File: src/rtl/ram_sync.sv
// Synchronous word RAM with select/ready handshake, one-cycle read latency and
// a post-reset scrub that zero-fills every word before requests are accepted.
module ram_sync #(
    parameter int word_size   = 20,
    parameter int word_amount = 30,
    parameter int addr_width  = $clog2(word_amount)
) (
    input  logic                  clk,
    input  logic                  rst_n,
    input  logic                  select,
    input  logic                  operation,
    input  logic [addr_width-1:0] address,
    input  logic [word_size-1:0]  wdata,
    output logic                  ready,
    output logic [word_size-1:0]  rdata,
    output logic                  rvalid,
    output logic                  error
);

    typedef enum logic {
        ST_INIT,
        ST_IDLE
    } state_t;

    localparam logic [addr_width-1:0] last_ptr   = addr_width'(word_amount - 1);
    // One extra bit so a power-of-two depth compares without overflow.
    localparam logic [addr_width:0]   amount_ext = (addr_width + 1)'(word_amount);

    state_t                state;
    state_t                state_next;
    logic [addr_width-1:0] ptr;
    logic [word_size-1:0]  mem [word_amount];

    logic                  accept;
    logic                  in_range;
    logic                  do_read;
    logic                  do_write;
    logic                  bad_req;

    logic                  mem_we;
    logic [addr_width-1:0] mem_waddr;
    logic [word_size-1:0]  mem_wdata;

    // ------------------------------------------------------------------
    // FSM: state register / next-state / outputs
    // ------------------------------------------------------------------
    // NOTE: sequential state uses non-blocking assignments so every register
    // samples pre-edge values regardless of process ordering.
    always_ff @(posedge clk or negedge rst_n) begin
        if (!rst_n) begin
            state <= ST_INIT;
        end else begin
            state <= state_next;
        end
    end

    // NOTE: every combinational output gets a default first, so no path
    // through the case leaves it unassigned and infers a latch.
    always_comb begin
        state_next = state;
        case (state)
            ST_INIT: if (ptr == last_ptr) state_next = ST_IDLE;
            ST_IDLE: state_next = ST_IDLE;
            default: state_next = ST_INIT;
        endcase
    end

    always_comb begin
        ready = 1'b0;
        if (state == ST_IDLE) ready = 1'b1;
    end

    // ------------------------------------------------------------------
    // Request decode
    // ------------------------------------------------------------------
    assign accept   = select && ready;
    assign in_range = {1'b0, address} < amount_ext;
    assign do_read  = accept && !operation && in_range;
    assign do_write = accept &&  operation && in_range;
    assign bad_req  = accept && !in_range;

    // ------------------------------------------------------------------
    // Scrub pointer
    // ------------------------------------------------------------------
    always_ff @(posedge clk or negedge rst_n) begin
        if (!rst_n) begin
            ptr <= '0;
        end else if (state == ST_INIT) begin
            ptr <= ptr + 1'b1;
        end
    end

    // ------------------------------------------------------------------
    // Single write port shared by the scrubber and bus writes
    // ------------------------------------------------------------------
    always_comb begin
        mem_we    = 1'b0;
        mem_waddr = ptr;
        mem_wdata = '0;
        if (state == ST_INIT) begin
            mem_we = 1'b1;
        end else if (do_write) begin
            mem_we    = 1'b1;
            mem_waddr = address;
            mem_wdata = wdata;
        end
    end

    // NOTE: the array has no reset; the scrub after every reset gives it a
    // known value instead, keeping it mappable onto plain RAM/flop arrays.
    always_ff @(posedge clk) begin
        if (mem_we) begin
            mem[mem_waddr] <= mem_wdata;
        end
    end

    // ------------------------------------------------------------------
    // Response path: rdata holds between reads, cleared by reset or error
    // ------------------------------------------------------------------
    always_ff @(posedge clk or negedge rst_n) begin
        if (!rst_n) begin
            rvalid <= 1'b0;
            error  <= 1'b0;
            rdata  <= '0;
        end else begin
            rvalid <= do_read;
            error  <= bad_req;
            if (do_read) begin
                rdata <= mem[address];
            end else if (bad_req) begin
                rdata <= '0;
            end
        end
    end

endmodule
File: config.mk
export PLATFORM = sky130hd
export DESIGN_NAME = ram_sync
export DESIGN_NICKNAME = d
export VERILOG_FILES = /design/src/rtl/ram_sync.sv
export SDC_FILE = /design/constraint.sdc
export NUM_CORES = 1
export LEC_CHECK = 0
export ABC_AREA = 1
export CAP_MARGIN = 20
export CORE_MARGIN = 10
export CORE_UTILIZATION = 35
export CTS_CLUSTER_SIZE = 14
export DETAILED_ROUTE_END_ITERATION = 10
export GPL_TIMING_DRIVEN = 0
export SKIP_CTS_REPAIR_TIMING = 1
export SLEW_MARGIN = 20
export SYNTH_ARGS = -nofsm -noshare
export SYNTH_HDL_FRONTEND = slang
export SYNTH_SLANG_ARGS = --single-unit
File: constraint.sdc
create_clock -name clk -period 5 [get_ports clk]
set_input_delay 0.5 -clock clk [delete_from_list [all_inputs] [get_ports clk]]
set_output_delay 0.5 -clock clk [all_outputs]
set_load 0.005 [all_outputs]
Word level (Yosys, flattened, before mapping)
Memories as Yosys holds them, arrays and structs flattened.
Cells that the tools add are included.
{"block": "op_classes", "n_addsub": 1, "n_lt_le_gt_ge": 1, "n_eq_ne": 1, "n_mux": 13, "bitwise_logic": 1, "reduce_logical": 9}
{"op": "$mux W20", "count": 4}
{"op": "$mux W5", "count": 2}
{"op": "$logic_and A1 B1 Y1", "count": 6}
{"op": "$mux W1", "count": 6}
{"op": "$add A5 B1 Y5 const B", "count": 1}
{"op": "$eq A5 B5 Y1 const B", "count": 1}
{"op": "$lt A5 B5 Y1 const B", "count": 1}
{"op": "$logic_not A1 Y1", "count": 2}
{"op": "$pmux W1 S2", "count": 1}
{"op": "$reduce_bool A2 Y1", "count": 1}
{"op": "$not A1 Y1", "count": 1}
{"block": "word_totals", "register_bits": 28, "ram_bits": 600, "in_bits": 29, "out_inout_bits": 23, "n_memories": 1}
{"name": "mem", "words": 30, "word_bits": 20, "rd": 1, "rd_ports_with_merged_regs": 0, "wr": 1, "line": "32", "rtl": "logic [word_size-1:0] mem [word_amount];"}

Longest topological paths before layout
{"block": "depth", "depth_word": 8, "depth_mapped": 14, "mapped_depth_nobuf": 11}

Worst setup path before layout
Ideal clock, no wire load.
{"block": "synth_path", "kind": "in2reg", "start": "in address[1]", "end": "mem mem[10][0] (enable)", "t_arrival_ns": 2.401, "path_slack_ns": 2.203, "cell_stages": 10, "n_path_buf": 2, "path_cell_list": "buf_2 > inv_2 > nor3_4 > nor2_4 > buf_8 > o21ai_4 > inv_2 > nor2_4 > nand2_2 > nor2_1"}
{"block": "synth_via", "elab_chain_cells": 6, "word_cells_on_any_way": 8, "cone_classes": "order compare (1); mux (6); reduce/logical (1)"}
{"item": "start: declaration", "line": "12", "rtl": "input logic [addr_width-1:0] address,"}
{"item": "$lt A5 B5 Y1", "line": "77", "rtl": "assign in_range = {1'b0, address} < amount_ext;"}
{"item": "$logic_and A1 B1 Y1", "line": "79", "rtl": "assign do_write = accept && operation && in_range;"}
{"item": "$mux W1", "line": "102", "rtl": "end else if (do_write) begin"}
{"item": "$mux W1", "line": "100", "rtl": "if (state == ST_INIT) begin"}
{"item": "$mux W1", "line": "112", "rtl": "if (mem_we) begin"}
{"item": "$mux W1 (implied by the code)", "line": "113", "rtl": "mem[mem_waddr] <= mem_wdata;"}
{"item": "end: declaration", "line": "32"}
Parallel ways exist; a longest one is shown, timed or not.

Worst setup path after layout
{"block": "layout_path", "start": "reg state", "end": "mem mem[3][11] (enable)"}
{"block": "layout_via", "elab_chain_cells": 8, "word_cells_on_any_way": 10, "cone_classes": "mux (7); reduce/logical (3)"}
{"item": "start: declaration", "line": "29", "rtl": "state_t state;"}
{"item": "start signal: assignment", "line": "53", "rtl": "state <= state_next;"}
{"item": "$mux W1", "line": "70", "rtl": "if (state == ST_IDLE) ready = 1'b1;"}
{"item": "$logic_and A1 B1 Y1", "line": "76", "rtl": "assign accept = select && ready;"}
{"item": "$logic_and A1 B1 Y1 (2 in series)", "line": "79"}
{"item": "$mux W1", "line": "102"}
{"item": "$mux W1", "line": "100"}
{"item": "$mux W1", "line": "112"}
{"item": "$mux W1 (implied by the code)", "line": "113"}
Parallel ways exist; a longest one is shown, timed or not.

==> results.cfg <==
[synthesis]
yosys_register_bits = 628
yosysTopAreaCell = edfxtp_1
ys_top_cells_by_area = edfxtp_1, nand2_1, nor2_1, dfrtp_1, o21ai_0
synth-main-ff-cell = edfxtp_1
yosysUniqueCellTypes = 32
netlist_top_cells_count = nand2_1, edfxtp_1, nor2_1
synth_edf_count = 600
synthCells = 2354
yosysMostFrequentCell = nand2_1
synthesis.area_um2 = 26100
seq_area_frac_synth = 0.718
syn_avg_cell_area_um2 = 11.1
synth_top_cell_area_share = 0.691
ys_warn_count = 0
syn_nets = 2385
synth-async-reset-ratio = 0.0446

[clocking]
cts_buffers = 60
clk_pin_slew_ns = 0.06
cts_tree = yes
cts_sinks = 628
clock_latency_ns = 0.64
cts_root_buf = clkbuf_16
clockBufferDepth = 3
ctsHtreeMaxLevel = 2

[route]
wl_um = 80100
num_vias = 17900
wl_met1_um = 32300
drt_iter0_markers = 2077
wl_per_cell_um = 22.8
met3_length_um = 6980
vias_per_cell = 5.10
firstDrtPassIters = 6
route.top_layer_used = met4
drc_errors = 0
wl_met2_um = 37500
ant_nets = 0

[placed_design]
pre_cts_slack_ns = 1.39
dp_hpwl_um = 56600
gp_congestion = 0.927
dpl_cell_area_um2 = 29000
io_buffers = 49

[worst_setup_path]
worst-path-buf-inv = 3
critPathCaptureType = flop
cp_slowest_cell = nor2_4
critical_path.startpoint_type = flop
rr_startpoint = state
rrSetupSlack_ns = 1.90
worstPathRequired_ns = 5.26
critPathTopFamily = simple AND/OR/NAND/NOR gates
ff2ff_path_depth = 9
path_class = flop to flop
cp_slowest_stage_delay_ns = 0.72
crit_path_cell_trace = nand2_1 -> clkinv_1 -> nand2_2 -> nor2_4 -> buf_8 -> inv_2 -> nand2_2 -> nand3_2 -> nor2_4
worstPathArrival_ns = 3.36
rr_endpoint = mem[3][11]
crit_fanout = 20

[pwr]
p_total_mw = 11.2
total_leakage_power_nw = 12.5
ir_worst_vdd_mv = 0.242
power.density_nw_per_um2 = 362

[floorplan]
dieArea_um2 = 85800
rows = 99
core_um2 = 73300
die_h_um = 293
start_util = 0.355
io_pins = 52
dieWidth_um = 293

[sta]
skew_ns = 0.0263
timing.final.ws_setup_ns = 1.90
setup_viol = 0
hold_viol_final = 0
relSlewSlack = 0.358
period_minus_slack_ns = 3.10
period_share = 0.620
rsz0062_at_grt = false
final.setup.tns_ns = 0
hold_slack_ns = 0.449
worstMarginPinSlew_ns = 0.963
report.final.slew_viol_count = 0
clock.fmax_mhz = 323

[finish]
post-route-cell-area_um2 = 30900
antenna_cells = 0
fin_nets = 2537
num-fill-cells = 6796
areaGrowthSynthToFinish_pct = 18.7
drive_gt1_frac = 0.114

[grt]
grt_overflow = 0
grt.total_usage = 0.183
grt_pass1_vias = 17500
antenna_found_initial = 2
grt_max_degree = 31
grt_pass1_wl_um = 117000

[flow_run]
maxCapViolations = 0

[min_path]
hp-class = input pin to asynchronous set/reset pin

[run_status]
status = finished, final reports clean
==> cell families (layout without fill, tap and decap cells) <==
kind of cell	Yosys count	after routing	synth area share
and+or+nand+nor	1223	1223	0.188
buffers and inverters	275	476	0.0450
DFF	628	628	0.718
adders and majority gates	2	2	0.000960
AOI/OAI and AO/OA	222	222	0.0468
xor gates and xnor gates	4	4	0.00134
==> per-stage QoR <==
stage,util,std cells
global route,0.422,3514
detailed placement,0.395,3402
global placement,0.378,3362
finish,0.422,3514
floorplan,-,2354
CTS,0.422,3513
==> registers in the layout (all words and copies together), names as in the netlist <==
register and flops:
error 1, mem 600, ptr 5, rdata 20, rvalid 1, state 1
==> worst max path at each step <==
stage | cells past startpoint | endpoint | start | slack (ns)
3_5_place_dp | 11 | mem[15][16] | address[3] | 1.39
5_1_grt | 10 | mem[15][16] | state | 1.74
4_1_cts | 11 | mem[22][1] | state | 1.88
3_3_place_gp | 8 | mem[16][1] | address[3] | -0.04
2_1_floorplan | 10 | mem[10][0] | address[1] | 2.20
6_report | 9 | mem[3][11] | state | 1.90
==> cell type report <==
class / instances / area [µm²] / share of cell area
inverters: 153 / 574 / 0.0186
clock inverters: 33 / 342 / 0.0110
flip-flops and latches: 628 / 18700 / 0.605
repair buffers: 90 / 1370 / 0.0444
multi-input cells: 1451 / 6500 / 0.210
clock buffers: 78 / 1630 / 0.0527
well taps: 959 / 1200 / 0.0388
plain buffers: 122 / 599 / 0.0194
==> layer usage <==
metal	up-vias	track usage
met4	0	0.0708
met1	8771	0.240
met5	-	0
li1	8189	-
met3	158	0.0325
met2	818	0.300
==> power by group <==
group / internal (mW) / switching (mW) / leakage [nW]
registers: 5.77 / 0.0198 / 6.92
logic: 0.244 / 0.557 / 4.62
clock network: 2.65 / 1.97 / 0.971
total: 8.66 / 2.55 / 12.5
==> layout by cell type, fill, tap and decap left out, types with 28 or more instances in the layout <==
master           instances
nand3_1                108
clkbuf_16               61
nand2_1                743
nor2_1                 286
buf_2                   66
dfrtp_1                 28
edfxtp_1               600
inv_1                  143
o21ai_0                139
o211ai_1                30
nor2_4                  45
clkbuf_1                50
o21ai_1                 28
clkdlybuf4s50_1         48
Power figures use the tool's default switching activity.
